$ cat src/rtl/cpu_pkg.sv
// Shared CPU datapath definitions: data width, divider FSM states and counter width.
package cpu_pkg;

  localparam int unsigned DATA_WIDTH = 32;
  localparam int unsigned DIV_CNT_W  = $clog2(DATA_WIDTH) + 1;

  typedef enum logic [2:0] {
    IDLE,
    LOAD,
    ITER,
    CORRECT,
    DONE
  } div_state_t;

endpackage

$ cat src/rtl/div_nr_step.sv
// One combinational non-restoring division step on {P, Q} against an unsigned divisor.
module div_nr_step #(
  parameter int unsigned WIDTH = 32
) (
  input  logic [WIDTH:0]   p_i,
  input  logic [WIDTH-1:0] q_i,
  input  logic [WIDTH-1:0] d_i,
  output logic [WIDTH:0]   p_o,
  output logic [WIDTH-1:0] q_o
);

  logic [WIDTH:0] p_shift;
  logic [WIDTH:0] d_ext;

  // Add/subtract is chosen by the sign of P before the shift; WIDTH+1 bits hold the
  // settled P in [-D, D) even though the shifted intermediate may wrap.
  always_comb begin
    p_shift = {p_i[WIDTH-1:0], q_i[WIDTH-1]};
    d_ext   = {1'b0, d_i};
    p_o     = p_i[WIDTH] ? (p_shift + d_ext) : (p_shift - d_ext);
    q_o     = {q_i[WIDTH-2:0], ~p_o[WIDTH]};
  end

endmodule

$ cat src/rtl/seq_divider.sv
// Multi-cycle non-restoring divider producing {remainder, quotient} for the Z register.
// Define SEQ_DIVIDER_SIGNED_EN for signed two's-complement division; default is unsigned.
module seq_divider
  import cpu_pkg::*;
#(
  parameter int unsigned WIDTH = DATA_WIDTH
) (
  input  logic               Clock,
  input  logic               Clear,
  input  logic               start,
  input  logic [WIDTH-1:0]   dividend,
  input  logic [WIDTH-1:0]   divisor,
  output logic               busy,
  output logic               done,
  output logic               div_by_zero,
  output logic [2*WIDTH-1:0] z_out
);

  div_state_t state_q, state_d;
  logic [DIV_CNT_W-1:0] cnt_q, cnt_d;
  logic [WIDTH:0]       p_q, p_d;
  logic [WIDTH-1:0]     q_q, q_d;
  logic [WIDTH-1:0]     d_q, d_d;
  logic                 qs_q, qs_d;
  logic                 rs_q, rs_d;
  logic                 busy_q, busy_d;
  logic                 done_q, done_d;
  logic                 dbz_q, dbz_d;
  logic [2*WIDTH-1:0]   z_q, z_d;

  logic [WIDTH:0]   step_p;
  logic [WIDTH-1:0] step_q;
  logic [WIDTH:0]   rem_fix;
  logic [WIDTH-1:0] rem_w;
  logic [WIDTH-1:0] quo_w;

  div_nr_step #(
    .WIDTH(WIDTH)
  ) u_step (
    .p_i(p_q),
    .q_i(q_q),
    .d_i(d_q),
    .p_o(step_p),
    .q_o(step_q)
  );

  always_comb begin
    state_d = state_q;
    cnt_d   = cnt_q;
    p_d     = p_q;
    q_d     = q_q;
    d_d     = d_q;
    qs_d    = qs_q;
    rs_d    = rs_q;
    dbz_d   = dbz_q;
    z_d     = z_q;
    rem_fix = p_q;
    rem_w   = '0;
    quo_w   = '0;

    unique case (state_q)
      IDLE, DONE: begin
        if (start) begin
          // Raw operands land in q/d; LOAD converts them to magnitudes in place.
          q_d     = dividend;
          d_d     = divisor;
          dbz_d   = 1'b0;
          state_d = LOAD;
        end else begin
          state_d = IDLE;
        end
      end
      LOAD: begin
        if (d_q == '0) begin
          z_d     = {q_q, {WIDTH{1'b1}}};
          dbz_d   = 1'b1;
          state_d = DONE;
        end else begin
`ifdef SEQ_DIVIDER_SIGNED_EN
          qs_d = q_q[WIDTH-1] ^ d_q[WIDTH-1];
          rs_d = q_q[WIDTH-1];
          q_d  = q_q[WIDTH-1] ? (~q_q + 1'b1) : q_q;
          d_d  = d_q[WIDTH-1] ? (~d_q + 1'b1) : d_q;
`else
          qs_d = 1'b0;
          rs_d = 1'b0;
`endif
          p_d     = '0;
          cnt_d   = '0;
          state_d = ITER;
        end
      end
      ITER: begin
        p_d   = step_p;
        q_d   = step_q;
        cnt_d = cnt_q + 1'b1;
        if (cnt_q == DIV_CNT_W'(WIDTH - 1)) begin
          state_d = CORRECT;
        end
      end
      CORRECT: begin
        rem_fix = p_q[WIDTH] ? (p_q + {1'b0, d_q}) : p_q;
        rem_w   = rem_fix[WIDTH-1:0];
        quo_w   = q_q;
        if (qs_q) quo_w = ~quo_w + 1'b1;
        if (rs_q) rem_w = ~rem_w + 1'b1;
        z_d     = {rem_w, quo_w};
        state_d = DONE;
      end
      default: state_d = IDLE;
    endcase

    busy_d = (state_d == LOAD) || (state_d == ITER) || (state_d == CORRECT);
    done_d = (state_d == DONE);
  end

  always_ff @(posedge Clock or posedge Clear) begin
    if (Clear) begin
      state_q <= IDLE;
      cnt_q   <= '0;
      p_q     <= '0;
      q_q     <= '0;
      d_q     <= '0;
      qs_q    <= 1'b0;
      rs_q    <= 1'b0;
      busy_q  <= 1'b0;
      done_q  <= 1'b0;
      dbz_q   <= 1'b0;
      z_q     <= '0;
    end else begin
      state_q <= state_d;
      cnt_q   <= cnt_d;
      p_q     <= p_d;
      q_q     <= q_d;
      d_q     <= d_d;
      qs_q    <= qs_d;
      rs_q    <= rs_d;
      busy_q  <= busy_d;
      done_q  <= done_d;
      dbz_q   <= dbz_d;
      z_q     <= z_d;
    end
  end

  assign busy        = busy_q;
  assign done        = done_q;
  assign div_by_zero = dbz_q;
  assign z_out       = z_q;

endmodule

$ cat config.mk
export PLATFORM = sky130hd
export DESIGN_NAME = seq_divider
export DESIGN_NICKNAME = d
export VERILOG_FILES = /design/src/rtl/cpu_pkg.sv /design/src/rtl/div_nr_step.sv /design/src/rtl/seq_divider.sv
export SDC_FILE = /design/constraint.sdc
export NUM_CORES = 1
export LEC_CHECK = 0
export ABC_AREA = 0
export CAP_MARGIN = 30
export CORE_MARGIN = 5
export CORE_UTILIZATION = 55
export CTS_BUF_LIST = sky130_fd_sc_hd__clkbuf_16
export CTS_CLUSTER_DIAMETER = 120
export DETAILED_ROUTE_END_ITERATION = 10
export PLACE_DENSITY = 0.89
export SKIP_LAST_GASP = 1
export SYNTH_ARGS = -nofsm -noshare
export SYNTH_HDL_FRONTEND = slang
export SYNTH_SLANG_ARGS = --single-unit
$ cat constraint.sdc
create_clock -name Clock -period 8.95 [get_ports Clock]
set_clock_uncertainty 0.15 [all_clocks]
set_input_delay 1.79 -clock Clock [delete_from_list [all_inputs] [get_ports Clock]]
set_output_delay 1.79 -clock Clock [all_outputs]
set_load 0.03 [all_outputs]
# Word level (Yosys, flattened, before mapping)
# Cells that the tools add are included.
dict set report totals {
  register_bits 173
  in_bits 67
  output_inout_bits 67
  wordCells 57
}
dict set report classes {
  addsub 4
  n_eq_ne 12
  n_mux 17
  n_bitwise 1
  reduce_logical 14
}
# operator n
set op_table {}
lappend op_table {{64-bit case mux with 2 select lines} 1}
lappend op_table {{33-bit 2-to-1 mux} 2}
lappend op_table {{33-bit case mux with 2 select lines} 1}
lappend op_table {{32-bit 2-to-1 mux} 2}
lappend op_table {{64-bit 2-to-1 mux} 1}
lappend op_table {{32-bit case mux with 2 select lines} 1}
lappend op_table {{33-bit by 32-bit adder with 33-bit output} 1}
lappend op_table {{33-bit by 32-bit subtractor with 33-bit output} 1}
lappend op_table {{32-bit adder} 1}
lappend op_table {{32-bit zero test} 1}
lappend op_table {{3-bit by 2-bit == test with 1-bit output, second input constant} 4}
lappend op_table {{3-bit case mux with 4 select lines} 1}
lappend op_table {{6-bit case mux with 2 select lines} 1}
lappend op_table {{2-bit AND reduction} 4}
lappend op_table {{2-bit nonzero test} 4}
lappend op_table {{6-bit by 1-bit adder with 6-bit output, second input constant} 1}
lappend op_table {{3-bit by 1-bit == test with 1-bit output, second input constant} 2}
lappend op_table {{3-bit == test, second input constant} 2}
lappend op_table {{6-bit by 5-bit == test with 1-bit output, second input constant} 1}
lappend op_table {{3-bit 2-to-1 mux} 2}
lappend op_table {{6-bit 2-to-1 mux} 1}
lappend op_table {{2-bit != test, second input constant} 3}
lappend op_table {{3-bit zero test} 1}
lappend op_table {{1-bit 2-to-1 mux} 3}
lappend op_table {{5 further kinds} 6}

# Longest topological paths before layout
dict set report logic_depth {
  word_depth 6
  depth_mapped 18
  depth_no_buf 17
}

# Cells and area by module
# A second synthesis with hierarchy kept.
dict set report unflattened {
  hier_cells 1215
  area_unflattened_um2 11427.2
}
# mod n_inst cells_each area_each_um2 seq_area_each_um2
set by_module_without_submodules {}
lappend by_module_without_submodules {seq_divider 1 834 8748.4 4329.2}
lappend by_module_without_submodules {div_nr_step 1 381 2678.8 0.0}

# Least setup slack after synthesis
# No wires, ideal clock.
dict set report synth_timing {
  path_kind {flip-flop to flip-flop}
  startpoint {register d_q[7]}
  endpoint {register p_q[31]}
  setup_ns 0.083
  t_arrival_ns 3.899
  required_ns 8.717
  path_slack_ns 4.819
  path_stages_with_launch 17
  path_cell_list {dfrtp_1 or4_1 or3_4 nor2_1 nand2_1 nor2_1 a31oi_1 xor2_1 ha_1 and4_1 nand3_1 o21ai_0 nor3_1 o41ai_1 a311oi_1 xor2_1 o21ai_0}
}
dict set report synth_between {
  elab_chain_len 3
  elab_cells_between_ends 7
}
# element line_no
set synth_lines {}
lappend synth_lines {{start: declaration} seq_divider.sv:23} ;# logic [WIDTH-1:0] d_q, d_d;
lappend synth_lines {{start signal: assignment} seq_divider.sv:123} ;# d_q <= '0;
lappend synth_lines {{start signal: assignment} seq_divider.sv:135} ;# d_q <= d_d;
lappend synth_lines {{33-bit by 32-bit subtractor with 33-bit output, or another cell as far along} div_nr_step.sv:20} ;# p_o = p_i[WIDTH] ? (p_shift + d_ext) : (p_shift - d_ext);
lappend synth_lines {{33-bit 2-to-1 mux / 2-bit != test (equally long branches)} --}
lappend synth_lines {{33-bit case mux with 2 select lines / 2-bit AND reduction (equally long branches)} --}
lappend synth_lines {{end signal: assignment} seq_divider.sv:133} ;# p_q <= p_d;
lappend synth_lines {{end: declaration} seq_divider.sv:21} ;# logic [WIDTH:0] p_q, p_d;
# Several ways; a longest one is shown, not always the timed one.
# A chain may end at the register's enable or synchronous reset.

# Final worst setup path
# Same ends and word-level chain as after synthesis.

==> results.toml <==
[synth]
synth-seq-cells = 173
seq_area_frac_synth_pct = 39.3
synth_common_cells = "243 x nand2_1, 173 x dfrtp_1, 107 x nor2_1, 94 x a21oi_1, 91 x o21ai_0"
netlist_top_cells_area = "dfrtp_1 39%, nand2_1 8.3%, ha_1 7.5%"
yosysMostFrequentCell = "nand2_1"
synth_edf_count = 0
yosys_warnings = 0
yosysTopAreaCellShare_pct = 39.3
syn_avg_cell_area_sq_um = 8.58
syn_inst = 1285
yosysTopAreaCell = "dfrtp_1"
synth_top_flop_cell = "dfrtp_1"
synth.distinct_cells = 68
synth_area_sq_um = 11000
synth_fp_nets = 1420
async_reset_ff_share_pct = 100

[place]
dpl.hpwl_mm = 22.4
portBuffers = 133
place.gp.congestion = 0.932

[route]
wire_per_inst_microns = 18.8
post-route-drc-count = 0
ant_nets = 0
drt_wl_total_mm = 31.1
avgViaCountPerCell = 6.17
drtIter0Drc = 1057
drt_pre_antenna_iters = 7
vias = 10200

[cts]
postCtsHoldBufs = 0
cts_sinks = 173
cts_resized = 0
cts_tree = "built"
root_buffer = "clkbuf_16"
clk_pin_slew_ns = 0.07
clkLatencyLatePin_ns = 0.44
cts.path.max_buffers = 2
numCtsBuffers = 17
htreeDepth = 4
post-cts-setup-buffers = 0

[sta]
tightest_slew_ns = 0.946
rsz0062_at_grt = "no"
timing.fmax_mhz = 208
slew_viol_final = 0
finalSetupViolations = 0
min_period_ns = 4.82
finalCritPeriodShare_pct = 53.8
finalSetupTns_ns = 0
slew-limit-headroom_pct = 37.0
hold_viol_final = 0

[outcome]
status = "finished clean"

[die]
dieArea_sq_um = 23000
initial_utilization_pct = 56.3
dieWidth_microns = 152
std_cell_rows = 51
io_pins = 134
die_h_microns = 152
coreArea_sq_um = 19600

[job]
maxCapViolations = 0

[final_layout]
diodes = 0
syn_to_final_growth_pct = 18.5
nets = 1514
drive_gt1_share_pct = 4.38

[worst_setup_path]
crit_path_cell_trace = "or4_1 > or3_4 > nor2_1 > nand2_1 > nor2_1 > a31oi_1 > xor2_1 > ha_1 > and4_1 > nand3_1 > o21ai_0 > nor3_1 > o41ai_1 > a311oi_1 > xor2_1 > o21ai_0"
path_class = "reg -> reg"
worstSetupEndpointType = "flip-flop"
worstPathRequired_ns = 9.16
cp_max_fo = 7
arrival_ns = 5.03
crit_family = "simple AND/OR/NAND/NOR gates"
cp-start-kind = "flip-flop"
max_stage_delay_ns = 0.65
critical_path_buf_inv_count = 0
cp_slowest_cell = "o41ai_1"

[global_routing]
grt_pass1_wl_mm = 49.8
antenna_found_initial = 0
overflow = 0
grt_start_max_net_pins = 99
grt.total_usage_pct = 27.0
grt_pass1_vias = 9564

[min_path]
hold_class = "reg -> reg"
==> through the flow <==
| step | cell area (sq um) | hold slack [ns] | instances | util, % | setup slack [ns] |
|---|---|---|---|---|---|
| floorplan | 11000 | 0.334 | 1285 | - | 2.32 |
| global placement | 12500 | 0.315 | 1623 | 63.7 | 4.28 |
| detailed placement | 12500 | 0.319 | 1625 | 63.8 | 4.19 |
| CTS | 13100 | 0.334 | 1657 | 66.7 | 4.14 |
| global route | 13100 | 0.354 | 1657 | 66.7 | 3.81 |
| finish | 13100 | 0.336 | 1657 | 66.7 | 4.13 |
==> cell usage in the layout (no fill, tap or decap), types with 8 or more instances in the layout <==
cell type          n
nand2_1          241
dfrtp_1          172
clkdlybuf4s50_1  133
nor2_1           107
a21oi_1           94
o21ai_0           91
ha_1              66
xor2_1            48
a31oi_1           46
xnor2_1           35
a21o_1            33
o22a_1            32
inv_1             28
nor3_1            22
nand3_1           18
mux2i_1           18
clkbuf_16         17
a211oi_1          12
o21bai_1          11
o22ai_1           10
nor2b_1            9
o21a_1             9
nand2b_1           8
and3_1             8
nand4_1            8
a22o_1             8
==> state kept, by name (all words and copies together) (netlist names) <==
signal and count:
state_q 3, q_q 32, cnt_q 6, z_out 64
div_by_zero 1, done 1, d_q 32, p_q 33
busy 1
==> per-layer routing <==
| layer | track usage (%) | share of wire (%) | vias up |
|---|---|---|---|
| met1 | 38.8 | 44 | 4854 |
| met4 | 6.83 | 1.6 | 0 |
| met3 | 3.81 | 9.0 | 52 |
| met2 | 43.5 | 45 | 540 |
| met5 | 0 | 0 | - |
| li1 | - | - | 4778 |
==> worst paths after layout <==
path	startpoint	to	slack, ns	cells after the start
max	d_q[7]	p_q[31]	4.13	16
min	z_out[33]	z_out[33]	0.34	2
max reg2reg	d_q[7]	p_q[31]	4.13	16
min reg2reg	z_out[33]	z_out[33]	0.34	2
max in group asynchronous	Clear	z_out[45]	5.41	3
min in group asynchronous	Clear	z_out[37]	1.74	2
==> area by class of cell <==
| type | instances | area (sq um) |
|---|---|---|
| Clock buffer | 17 | 425 |
| Clock inverter | 15 | 130 |
| Fill cell | 1529 | 6530 |
| Inverter | 29 | 114 |
| Multi-Input combinational cell | 1016 | 6320 |
| Sequential cell | 173 | 4330 |
| Tap cell | 265 | 332 |
| Timing Repair Buffer | 142 | 1420 |
==> tightest hold or removal path, cell delays in order (launching register included) <==
cell and delay (ns):
dfrtp_1 0.35, nand2_1 0.05, o21ai_0 0.06
==> cell families (layout without fill, tap and decap cells) <==
family	Yosys count	count (layout)	synth area share [%]
multiplexers	21	21	1.94
AND/OR/NAND/NOR	454	454	17.7
AO/OA/AOI/OAI	390	390	23.1
buffers and inverters	96	203	3.45
flip-flops	173	173	39.3
adder cells (fa/ha/maj)	68	68	7.86
XOR/XNOR	83	83	6.60
Power is not shown: default switching activity piles up to over one toggle a cycle in this logic, so the estimate is an artifact.
==> RTL change: new RTL, config.mk and constraints unchanged <==
`DATA_WIDTH`: 32 -> 64.
--- a/src/rtl/cpu_pkg.sv
+++ b/src/rtl/cpu_pkg.sv
@@ -1,7 +1,7 @@
 // Shared CPU datapath definitions: data width, divider FSM states and counter width.
 package cpu_pkg;
 
-  localparam int unsigned DATA_WIDTH = 32;
+  localparam int unsigned DATA_WIDTH = 64;
   localparam int unsigned DIV_CNT_W  = $clog2(DATA_WIDTH) + 1;
 
   typedef enum logic [2:0] {
Interface: changed (resized dividend, divisor and z_out); port bits go from 134 to 262. The function was not compared with the original's and may differ.
==> RTL change against the unedited design <==
Critical path depth increased by 1. First-iteration DRC count rose to 2.6 times the old value. Global-route usage up 5.7 points. Setup slack worse by 1500 ps. Sequential cell count is 161 higher. Routed wire length up 140%. Cell area is 100% higher. Largest cell class unchanged. Synthesized area is 100% higher. Utilization about the same. Synthesized cell count increased by 110%.
Power is left out: it rests on default switching activity, and per cell area and clock period it moved more than threefold.
==> RTL change: results (changes against the unedited design) <==
status - completed (unchanged)
First DRT Iteration DRCs - 2749 (was 1057)
port buffer count - 261 (was 133)
largest net degree at the start of global routing - 183 (was 99)
Max stage delay cell, worst path - nor4b_1 (was o41ai_1)
gr usage total - 32.7% (was 27.0%)
XOR/XNOR share of the synthesized area - 6.62% (was 6.60%)
GP Congestion - 0.955 (was 0.932)
ranking of synthesized cells by area - dfrtp_1 (37%), nand2_1 (8.2%), ha_1 (7.3%) (was dfrtp_1 (39%), nand2_1 (8.3%), ha_1 (7.5%))
Clock Tree Buf Depth - 3 (was 2)
Synth cell types - 75 (was 68)
Vias - 22252 (was 10224)
clk root buf - clkbuf_16 (unchanged)
met1 WL - 32.8 mm (was 13.7 mm)
Num CTS Buffers - 39 (was 17)
R2R Setup Slk - 2620 ps (was 4130 ps)
sequential fraction of the synthesis area - 37.4% (was 39.3%)
number of global-route vias before repair - 20798 (was 9564)
Top delay family on crit path - compound AO/OA/AOI/OAI gates (was simple AND/OR/NAND/NOR gates)
H-tree levels - 2 (was 4)
Layout Nets - 3135 (was 1514)
met1 Usage GRT - 50.0% (was 38.8%)
final WL - 75.8 mm (was 31.1 mm)
Synthesis Warnings - 0 (unchanged)
worst endpoint data arrival time - 6580 ps (was 5030 ps)
post-synthesis mux area share - 2.09% (was 1.94%)
Synth Area in Compound Gates - 24.0% (was 23.1%)
R2R depth - 17 (was 16)
max reg flops - 128 (was 64)
WL met3 - 8.91 mm (was 2.80 mm)
syn nets - 2959 (was 1420)
r2r startpoint - d_q[2] (was d_q[7])
antenna violations before repair - 2 (was 0)
HPWL Detailed - 55.7 mm (was 22.4 mm)
Post-synth top cells - nand2_1 (486), dfrtp_1 (334), a21oi_1 (221) (was nand2_1 (243), dfrtp_1 (173), nor2_1 (107))
element type at the critical path end - flip-flop (unchanged)
slew margin rel. - 31.5% (was 37.0%)
Post-synth ARST share - 100% (unchanged)
Max FO, Critical Path - 9 (was 7)
Post-Synth Adder-Cell Area - 7.45% (was 7.86%)
crit path launch type - flip-flop (unchanged)
DR WL met2 - 31.7 mm (was 14.1 mm)
met2 GRT Util - 46.7% (was 43.5%)
max layer used - met4 (unchanged)
DR pass1 iterations - 7 (unchanged)
Clock Latency Late Sink - 570 ps (was 440 ps)
Worst-path clk slew - 60 ps
share of cells above drive strength 1 - 4.10% (was 4.38%)
slowest stage delay, CP - 710 ps (was 650 ps)
R2R Path End - p_q[63] (was p_q[31])
first-pass GRT wire length - 118 mm (was 49.8 mm)
commonest register cell after synthesis - dfrtp_1 (unchanged)
global routing met3 resource utilization - 7.11% (was 3.81%)
==> RTL change: changes by cell type after synthesis, moves of 42 or more <==
cell      delta
ha_1        +64
nand2_1    +243
dfrtp_1    +161
o21ai_0    +105
a21oi_1    +127
xor2_1      +49
a31oi_1     +42
nor2_1     +112
clkbuf_1    +74
==> RTL change: how the worst min path moves through the flow <==
stage	startpoint	endpoint	slack, ps	cells after the start
floorplan	cnt_q[6]	cnt_q[6]	300	1
global placement	z_out[64]	z_out[64]	310	2
detailed placement	z_out[66]	z_out[66]	320	2
CTS	z_out[64]	z_out[64]	340	2
global route	z_out[66]	z_out[66]	350	2
finish	z_out[64]	z_out[64]	330	2
==> RTL change: cell families after synthesis <==
logic type                 after synthesis
and+or+nand+nor                        954
AOI/OAI and AO/OA                      844
DFF                                    334
buffers and inverters                  217
xor gates and xnor gates               169
adders and majority gates              132
muxes                                   46
==> RTL change: metrics by stage <==
step | setup WS, ps | hold WS, ps | util [%] | cell area (um^2) | instances
3_3_place_gp | 2960 | 314 | 63.2 | 25300 | 3354
2_1_floorplan | 2550 | 301 | - | 22400 | 2696
3_5_place_dp | 2690 | 324 | 63.3 | 25300 | 3356
6_report | 2620 | 334 | 66.7 | 26700 | 3427
4_1_cts | 2690 | 339 | 66.6 | 26700 | 3426
5_1_grt | 2320 | 350 | 66.6 | 26700 | 3426
==> RTL change: final cells by class <==
class                           count  area [um^2]
Multi-Input combinational cell   2145        13200
Clock buffer                       39          976
Tap cell                          525          657
Timing Repair Buffer              283         2840
Clock inverter                     31          349
Antenna cell                        1         2.50
Inverter                           69          264
Fill cell                        3228        13300
Sequential cell                   334         8360
==> RTL change: worst min-delay path, cell delays in order (launching register included) <==
cell and delay, ps:
dfrtp_1 340, nand2_1 50, o21ai_0 60
